$ cat config.mk
export PLATFORM = sky130hd
export DESIGN_NAME = sd_cmd_master
export DESIGN_NICKNAME = d
export VERILOG_FILES = /design/src/rtl/sd_cmd_pkg.sv /design/src/rtl/sd_crc7.sv /design/src/rtl/sd_cmd_master.sv
export SDC_FILE = /design/constraint.sdc
export NUM_CORES = 1
export LEC_CHECK = 0
export CAP_MARGIN = 20
export CORE_ASPECT_RATIO = 0.9
export CORE_UTILIZATION = 40
export DETAILED_ROUTE_END_ITERATION = 16
export PLACE_DENSITY_LB_ADDON = 0.2
export RECOVER_POWER = 50
export SYNTH_ARGS = -nofsm -noshare
export SYNTH_HDL_FRONTEND = slang
export SYNTH_SLANG_ARGS = --single-unit
$ cat constraint.sdc
create_clock -name iClock_host -period 4 [get_ports iClock_host]
set_input_delay 0.8 -clock iClock_host [delete_from_list [all_inputs] [get_ports iClock_host]]
set_output_delay 0.8 -clock iClock_host [all_outputs]
set_load 0.02 [all_outputs]
$ cat src/rtl/sd_cmd_pkg.sv
`default_nettype none
// ============================================================================
// Module  : sd_cmd_pkg
// Brief   : Shared types and constants for the SD command-layer controller.
// Rev     : 1.0
// ============================================================================
package sd_cmd_pkg;

    typedef enum logic [2:0] {
        IDLE      = 3'd0,
        CRC       = 3'd1,
        SEND      = 3'd2,
        WAIT_RESP = 3'd3,
        ACK       = 3'd4,
        DONE      = 3'd5
    } state_t;

    localparam logic [6:0] c_CRC7_POLY = 7'h09;

    localparam int c_INDEX_W = 6;
    localparam int c_ARG_W   = 32;
    localparam int c_RESP_W  = 38;
    localparam int c_FRAME_W = 48;
    localparam int c_HDR_W   = 40;

    localparam logic c_START_BIT    = 1'b0;
    localparam logic c_TRANSMIT_BIT = 1'b1;
    localparam logic c_END_BIT      = 1'b1;

endpackage
`default_nettype wire

$ cat src/rtl/sd_crc7.sv
`default_nettype none
// ============================================================================
// Module  : sd_crc7
// Brief   : Serial CRC7 (x^7 + x^3 + 1), one message bit per enabled clock.
// Rev     : 1.0
// ============================================================================
module sd_crc7
    import sd_cmd_pkg::*;
(
    input  logic       i_clk,
    input  logic       i_rst,
    input  logic       i_clear,
    input  logic       i_en,
    input  logic       i_bit,
    output logic [6:0] o_crc
);

    logic [6:0] r_crc;
    logic       w_fb;

    assign w_fb  = i_bit ^ r_crc[6];
    assign o_crc = r_crc;

    always_ff @(posedge i_clk or posedge i_rst) begin
        if (i_rst) begin
            r_crc <= 7'h00;
        end else if (i_clear) begin
            r_crc <= 7'h00;
        end else if (i_en) begin
            r_crc <= {r_crc[5:0], 1'b0} ^ (w_fb ? c_CRC7_POLY : 7'h00);
        end
    end

endmodule
`default_nettype wire

$ cat src/rtl/sd_cmd_master.sv
`default_nettype none
// ============================================================================
// Module  : sd_cmd_master
// Brief   : SD host command layer: frame build + CRC7, PHY handshake, response wait.
// Rev     : 1.0
// ============================================================================
module sd_cmd_master
    import sd_cmd_pkg::*;
#(
    parameter int TIMEOUT_CYCLES = 64,
    parameter int TIMEOUT_W      = 7
) (
    input  logic        iClock_host,
    input  logic        iReset,
    input  logic        iNew_command,
    input  logic [5:0]  iCmd_index,
    input  logic [31:0] iCmd_argument,
    input  logic        iResp_none,
    output logic        oBusy,
    output logic [47:0] oCmd_frame,
    output logic        oStrobe_out,
    input  logic        iAck_in,
    input  logic        iStrobe_in,
    input  logic [37:0] iResponse,
    output logic        oAck_out,
    output logic        oCommand_complete,
    output logic [37:0] oResponse,
    output logic        oTimeout_error,
    output logic        oIndex_error
);

    state_t                 r_state;
    state_t                 w_next;
    logic                   r_new_prev;
    logic [5:0]             r_index;
    logic [31:0]            r_arg;
    logic                   r_resp_none;
    logic [5:0]             r_bit_cnt;
    logic [TIMEOUT_W-1:0]   r_tcnt;
    logic                   r_frame_vld;
    logic [37:0]            r_response;
    logic                   r_timeout_err;
    logic                   r_index_err;

    logic                   w_accept;
    logic [c_HDR_W-1:0]     w_hdr;
    logic                   w_crc_bit;
    logic                   w_crc_last;
    logic                   w_tlast;
    logic [6:0]             w_crc;

    assign w_accept   = iNew_command & ~r_new_prev & (r_state == IDLE);
    assign w_hdr      = {c_START_BIT, c_TRANSMIT_BIT, r_index, r_arg};
    assign w_crc_bit  = w_hdr[6'd39 - r_bit_cnt];
    assign w_crc_last = (r_bit_cnt == 6'd39);
    assign w_tlast    = (r_tcnt == TIMEOUT_W'(TIMEOUT_CYCLES - 1));

    sd_crc7 u_crc7 (
        .i_clk   (iClock_host),
        .i_rst   (iReset),
        .i_clear (w_accept),
        .i_en    (r_state == CRC),
        .i_bit   (w_crc_bit),
        .o_crc   (w_crc)
    );

    always_ff @(posedge iClock_host or posedge iReset) begin
        if (iReset) begin
            r_state <= IDLE;
        end else begin
            r_state <= w_next;
        end
    end

    always_comb begin
        w_next = r_state;
        case (r_state)
            IDLE:      if (w_accept) w_next = CRC;
            CRC:       if (w_crc_last) w_next = SEND;
            SEND:      if (iAck_in) w_next = r_resp_none ? DONE : WAIT_RESP;
            WAIT_RESP: begin
                // A strobe on the final timeout cycle still counts as a response.
                if (iStrobe_in)   w_next = ACK;
                else if (w_tlast) w_next = DONE;
            end
            ACK:       w_next = DONE;
            DONE:      w_next = IDLE;
            default:   w_next = IDLE;
        endcase
    end

    always_ff @(posedge iClock_host or posedge iReset) begin
        if (iReset) begin
            r_new_prev    <= 1'b0;
            r_index       <= 6'd0;
            r_arg         <= 32'd0;
            r_resp_none   <= 1'b0;
            r_bit_cnt     <= 6'd0;
            r_tcnt        <= '0;
            r_frame_vld   <= 1'b0;
            r_response    <= 38'd0;
            r_timeout_err <= 1'b0;
            r_index_err   <= 1'b0;
        end else begin
            r_new_prev <= iNew_command;
            case (r_state)
                IDLE: begin
                    if (w_accept) begin
                        r_index       <= iCmd_index;
                        r_arg         <= iCmd_argument;
                        r_resp_none   <= iResp_none;
                        r_bit_cnt     <= 6'd0;
                        r_frame_vld   <= 1'b0;
                        r_response    <= 38'd0;
                        r_timeout_err <= 1'b0;
                        r_index_err   <= 1'b0;
                    end
                end
                CRC: begin
                    r_bit_cnt <= r_bit_cnt + 6'd1;
                    if (w_crc_last) r_frame_vld <= 1'b1;
                end
                SEND: begin
                    if (iAck_in) r_tcnt <= '0;
                end
                WAIT_RESP: begin
                    if (iStrobe_in) begin
                        r_response  <= iResponse;
                        r_index_err <= (iResponse[37:32] != r_index);
                    end else if (w_tlast) begin
                        r_timeout_err <= 1'b1;
                    end else begin
                        r_tcnt <= r_tcnt + TIMEOUT_W'(1);
                    end
                end
                default: ;
            endcase
        end
    end

    // The CRC register stops advancing after the last header bit, so the frame stays stable in SEND.
    assign oCmd_frame        = r_frame_vld ? {w_hdr, w_crc, c_END_BIT} : 48'd0;
    assign oBusy             = (r_state != IDLE);
    assign oStrobe_out       = (r_state == SEND);
    assign oAck_out          = (r_state == ACK);
    assign oCommand_complete = (r_state == DONE);
    assign oResponse         = r_response;
    assign oTimeout_error    = r_timeout_err;
    assign oIndex_error      = r_index_err;

endmodule
`default_nettype wire

==> run_results.csv, run 1 <==
group,metric,value,unit
outcome,status,"complete, but fails checks",
outcome,failing_checks,"max-capacitance violations, max-slew violations",
final_layout,layout_cell_share_with_drive_strength_beyond_1,5.26,%
timing,clock_period_minus_worst_slack,3080,ps
critical_path,worst_setup_path_end_kind,"primary output",
critical_path,critical_path_peak_fanout,32,
synth,post_synth_mux_area_share,5.64,%
synth,post-synth-top-count-cell,"sky130_fd_sc_hd__nand2_1",
timing,report.final.setup_viol,0,
final_layout,diodes,0,
floorplan,top_level_ports,174,
synth,post_synth_xor_area_fraction,2.51,%
flow_run,maxcap_viol_count,1,
clocking,post_cts_repair_timing_setup_buffer_count,0,
global_route,gr-usage-all-layers,21.2,%
global_route,grt-ovfl-total,0,
clocking,clock-sinks,104,
floorplan,core.rowCount,37,
clocking,worst_setup_hold_path_clk_slew,70,ps
synth,postSynth.asyncResetShare,100,%
floorplan,core,0.0117,sq mm
critical_path,worst-setup-path-type,"flip-flop to primary output",
synth,synth.lib_cells_used.distinct,42,
synth,compound_gate_fraction_of_synth_area,11.6,%
min_path,path_type_of_the_worst_min_delay_path,"flip-flop to flip-flop",
clocking,h-tree-depth,3,
floorplan,dieArea,0.0126,sq mm
synth,mappedNetlistNets,570,
global_route,grt_first_pass_wirelength,21300,microns
synth,syn_avg_cell_area,10.1,sq um
clocking,ctsResizeCount,0,
critical_path,timing.critical_path.arrival,2280,ps
routing,drt_pre_antenna_iters,5,
timing,tightestPinTransition,2080,ps
synth,synth_ff_type,"sky130_fd_sc_hd__dfrtp_1",
timing,timing.fmax,325,MHz
final_layout,syn2layout_area_growth,43.3,%
synth,yosysWarningCount,0,
clocking,cts_tree,"yes",
synth,post-synth-top-area-cell,"sky130_fd_sc_hd__dfrtp_1",
routing,drt-wirelength-per-cell,16.0,microns
clocking,cts.path.max_buffers,2,
clocking,clock_latency,340,ps
critical_path,startpoint_type,"flip-flop",
synth,yosys-top-cells-count,"sky130_fd_sc_hd__nand2_1, sky130_fd_sc_hd__dfrtp_1, sky130_fd_sc_hd__and2_1",
synth,mapped_cells,484,
synth,yosys.area.top_type_share,53.4,%
synth,synth-edff-count,0,
routing,drt.antenna.violating_nets,0,
synth,netlist_top_cells_area,"sky130_fd_sc_hd__dfrtp_1, sky130_fd_sc_hd__nand2_1, sky130_fd_sc_hd__a22o_1, sky130_fd_sc_hd__and2_1, sky130_fd_sc_hd__mux4_1",
timing,timing.final.hold_violations,0,
routing,drc,0,
final_layout,design_area,0.00699,sq mm
routing,drt_wl_total,12800,microns
routing,vias,4100,
power_and_ir_drop,p_per_area,679,mW/mm^2
synth,ys_seq_elements,104,
final_layout,fin_nets,727,
timing,finalClockSkew,4.60,ps
clocking,clockRootBuffer,"sky130_fd_sc_hd__clkbuf_16",
synth,post_synth_and_or_nand_nor_area_fraction,21.6,%
min_path,hold_path_depth,2,
power_and_ir_drop,vdd.ir_drop.worst,263,uV
floorplan,fp.dieW,118,microns
clocking,cts-hold-fix-buffers,0,
final_layout,final_util,59.9,%
timing,max_slew_margin,-39.2,%
power_and_ir_drop,power_leakage,3.27,nW
placement,dpl_cell_area,0.00670,sq mm
timing,slew_violations,47,
clocking,number_of_clock_buffers_inserted_by_tritoncts,9,
critical_path,worstPathRequired,3200,ps
placement,place.detailed.hpwl,8990,microns
placement,globalplace.congestion,0.850,
synth,synthesis.area,0.00488,sq mm
routing,routed_via_density,5.11,
timing,ratio_of_final_minimum_period_to_clock_period,77.0,%
timing,rsz0062_at_grt,"no",
synth,adder_cell_area_share_of_the_yosys_netlist,1.03,%
floorplan,start_util,41.8,%
synth,synth-seq-area-share,53.4,%
routing,first_iter_violations,281,
placement,number_of_input_and_output_port_buffers_inserted,172,
critical_path,rr_worst_depth,5,
floorplan,die-height,107,microns
global_route,antenna_violations_before_repair,0,
timing,setup-tns-final,0,ps
synth,main_combinational_cell_family_by_area_after_synthesis,"simple AND/OR/NAND/NOR gates",
global_route,grt_pass1_vias,4147,
global_route,grt_max_degree,47,
==> worst max-delay path, cell delays in order, from the launching register on <==
cell	delay, ps
sky130_fd_sc_hd__dfrtp_1	880
sky130_fd_sc_hd__buf_4	310
sky130_fd_sc_hd__and2_1	140
sky130_fd_sc_hd__clkdlybuf4s50_1	600
==> layout make-up <==
cell class / instances / area (sq um)
fill: 1013 / 4680
sequential: 104 / 2600
multi-input combinational: 338 / 2080
timing repair buffer: 179 / 1770
clock buffer: 10 / 239
tap: 156 / 195
clock inverter: 6 / 68.8
inverter: 9 / 35.0
==> metal layers <==
| metal | GRT usage (%) | up-vias | part of all wire (%) |
|---|---|---|---|
| met5 | 0 | - | 0 |
| met4 | 5.70 | 0 | 1.1 |
| met3 | 5.37 | 10 | 6.2 |
| met2 | 33.7 | 147 | 47 |
| met1 | 29.0 | 1997 | 46 |
| li1 | - | 1946 | - |
==> power by group <==
group          internal (mW)  switching (mW)  leakage (nW)
clock                  0.505           0.399         0.149
sequential              1.45           0.397          1.34
combinational          0.981            1.02          1.77
total                   2.93            1.81          3.27
==> kinds of logic (layout without fill, tap and decap cells) <==
kind of cell | Yosys count | after routing
XOR/XNOR | 14 | 14
flip-flops | 104 | 104
AO/OA/AOI/OAI | 72 | 72
buffers and inverters | 42 | 204
adder cells (fa/ha/maj) | 4 | 4
other | 1 | 1
multiplexers | 15 | 15
AND/OR/NAND/NOR | 232 | 232
==> metrics by stage <==
step	setup slack [ps]	total power [mW]	hold WS, ps	cells
6_report	918	4.74	487	802
5_1_grt	602	5.08	504	802
4_1_cts	858	4.85	495	802
3_5_place_dp	1240	3.93	478	786
3_3_place_gp	1270	3.87	470	786
2_1_floorplan	468	3.11	446	484
==> worst paths after layout <==
check                      slack, ps             end        start
setup / recovery                 920  oCmd_frame[11]  r_frame_vld
hold / removal                   490     r_resp_none  r_resp_none
setup reg to reg                1330       r_arg[31]   r_state[0]
hold reg to reg                  490     r_resp_none  r_resp_none
max in group asynchronous       1020    oResponse[4]       iReset
min in group asynchronous       1450   oResponse[17]       iReset
==> cells in the final DEF (no fill, tap or decap), drive strengths merged, types with 4 or more instances in the layout <==
cell / count
inv: 8
dfrtp: 104
dlygate4sd3: 39
mux4: 8
a22o: 39
clkbuf: 12
nand4: 5
nand2: 136
buf: 5
xnor2: 5
clkdlybuf4s50: 133
clkinv: 4
nor2: 17
mux2i: 5
ha: 4
nor2b: 5
o21ai: 10
and3: 4
a21oi: 10
xor2: 9
and2: 46
nand3: 11
==> state kept, by name, indices dropped and copies added, names as in the netlist, 3 cells and up <==
signal,count
oResponse,38
r_arg,32
r_bit_cnt,6
r_index,6
r_state,3
r_tcnt,7
u_crc7.o_crc,7
No activity file was read; power rests on OpenSTA's default activity.
==> inputs of run 2 (changes only) <==
clock period = 2.5 ns   (was 4 ns; I/O delays follow)
==> run 2 against run 1 <==
The flow now finishes without violations. Global-route usage shrank 0.54 points. Largest cell class unchanged. Cell count grew 0.75%. Count of clock-buffer cells in the layout is the same. Non-clock buffer count grew 6. Power grew 66%. First-iteration DRC count shrank 24%. Flip-flop and latch count is the same. Combinational power grew 69%.
==> run_results.csv, run 2 (synthesis results as in run 1) <==
group,metric,value,unit
outcome,status,"complete, no violations",
final_layout,syn2layout_area_growth,45.5,%
final_layout,layout.cells.most_common,"sky130_fd_sc_hd__clkdlybuf4s50_1",
global_route,gr-usage-all-layers,20.7,%
critical_path,worst-setup-path-type,"flip-flop to primary output",
min_path,path_type_of_the_worst_min_delay_path,"flip-flop to flip-flop",
global_route,antenna_violations_before_repair,0,
placement,place.detailed.hpwl,8900,microns
global_route,grt_max_degree,105,
floorplan,top_level_ports,174,
critical_path,worstPathRequired,2000,ps
final_layout,design_area,0.00710,sq mm
final_layout,largest_register_ff_count,38,
timing,slew_violations,0,
critical_path,rrSetupSlack,360,ps
routing,drt.antenna.violating_nets,0,
critical_path,critical_path_peak_fanout,10,
floorplan,start_util,41.8,%
floorplan,core,0.0117,sq mm
clocking,cts-hold-fix-buffers,0,
placement,place_inst,792,
routing,drt_wl_total,12600,microns
clocking,h-tree-depth,3,
critical_path,worst_setup_path_end_kind,"primary output",
clocking,clockRootBuffer,"sky130_fd_sc_hd__clkbuf_16",
global_route,grt_first_pass_wirelength,20900,microns
floorplan,fp.dieW,118,microns
critical_path,startpoint_type,"flip-flop",
power_and_ir_drop,vdd.ir_drop.worst,487,uV
power_and_ir_drop,p_per_area,1110,mW/mm^2
floorplan,dieArea,0.0126,sq mm
clocking,worst_setup_hold_path_clk_slew,70,ps
timing,timing.fmax,424,MHz
placement,number_of_input_and_output_port_buffers_inserted,172,
timing,rsz0062_at_grt,"no",
final_layout,final_util,60.8,%
clocking,number_of_clock_buffers_inserted_by_tritoncts,9,
critical_path,timing.critical_path.arrival,1860,ps
timing,tightestPinTransition,1380,ps
timing,max_slew_margin,7.80,%
power_and_ir_drop,power_leakage,3.29,nW
routing,drt-wirelength-per-cell,15.6,microns
flow_run,maxcap_viol_count,0,
clocking,cts.path.max_buffers,2,
final_layout,fin_nets,733,
final_layout,layout_common_cells,"sky130_fd_sc_hd__clkdlybuf4s50_1, sky130_fd_sc_hd__nand2_1, sky130_fd_sc_hd__dfrtp_1, sky130_fd_sc_hd__and2_1, sky130_fd_sc_hd__a22o_1",
final_layout,layout_cell_share_with_drive_strength_beyond_1,6.13,%
timing,setup-tns-final,0,ps
final_layout,fillers,970,
timing,clock_period_minus_worst_slack,2360,ps
floorplan,core.rowCount,37,
global_route,grt_pass1_vias,4114,
routing,first_iter_violations,213,
placement,globalplace.congestion,0.799,
timing,ratio_of_final_minimum_period_to_clock_period,94.4,%
routing,routed_via_density,5.03,
routing,vias,4068,
clocking,cts_tree,"yes",
global_route,grt-ovfl-total,0,
clocking,clock-sinks,104,
timing,report.final.setup_viol,0,
timing,finalClockSkew,6.67,ps
routing,drc,0,
timing,timing.final.hold_violations,0,
placement,dpl_cell_area,0.00677,sq mm
floorplan,die-height,107,microns
final_layout,stdcell_count,808,
clocking,clock_latency,340,ps
routing,drt_pre_antenna_iters,4,
final_layout,diodes,0,
[run 2: metal layers]
metal / GRT usage (%) / vias to the layer above / part of all wire (%)
met3: 4.63 / 13 / 4.6
met4: 5.42 / 0 / 1.2
li1: - / 1960 / -
met1: 29.0 / 1978 / 47
met2: 32.5 / 117 / 47
met5: 0 / - / 0
[run 2: final timing paths]
check | from | endpoint | depth (start not counted)
min in group asynchronous | iReset | r_index[4] | 3
min reg2reg | r_resp_none | r_resp_none | 2
max in group asynchronous | iReset | r_state[0] | 3
min | r_resp_none | r_resp_none | 2
max reg2reg | r_bit_cnt[1] | u_crc7.o_crc[0] | 7
max | r_state[0] | oCommand_complete | 4
[run 2: power breakdown]
part           internal (mW)  total (mW)  switching, mW
logic                   1.65        3.38           1.73
clock network           1.01        1.63          0.619
registers               2.32        2.88          0.559
[run 2: timing repair]
item                                    4_1_cts  5_1_grt
endpoints found under the setup margin        0        1
gates resized for setup                       0        1
buffers inserted                              0        0
[run 2: cell type report]
type                    count  area, sq um  area share (%)
repair buffers            185         1830            25.7
clock inverters             6          115            1.62
well taps                 156          195            2.75
inverters                   9         37.5           0.529
clock buffers              10          239            3.37
multi-input cells         338         2080            29.3
flip-flops and latches    104         2600            36.7
[run 2: per-stage QoR]
stage | worst slack (ps) | hold WS [ps] | power (mW)
2_1_floorplan | 559 | 446 | 4.98
3_3_place_gp | 329 | 471 | 6.28
3_5_place_dp | 293 | 474 | 6.35
4_1_cts | 36.1 | 493 | 8.02
5_1_grt | 16.9 | 506 | 8.43
6_report | 141 | 485 | 7.88
[run 2: worst max-delay path, cell delays in order, from the launching register on]
cell,delay (ps)
sky130_fd_sc_hd__dfrtp_2,450
sky130_fd_sc_hd__inv_1,130
sky130_fd_sc_hd__nor2_1,190
sky130_fd_sc_hd__and2_1,150
sky130_fd_sc_hd__clkdlybuf4s50_1,600
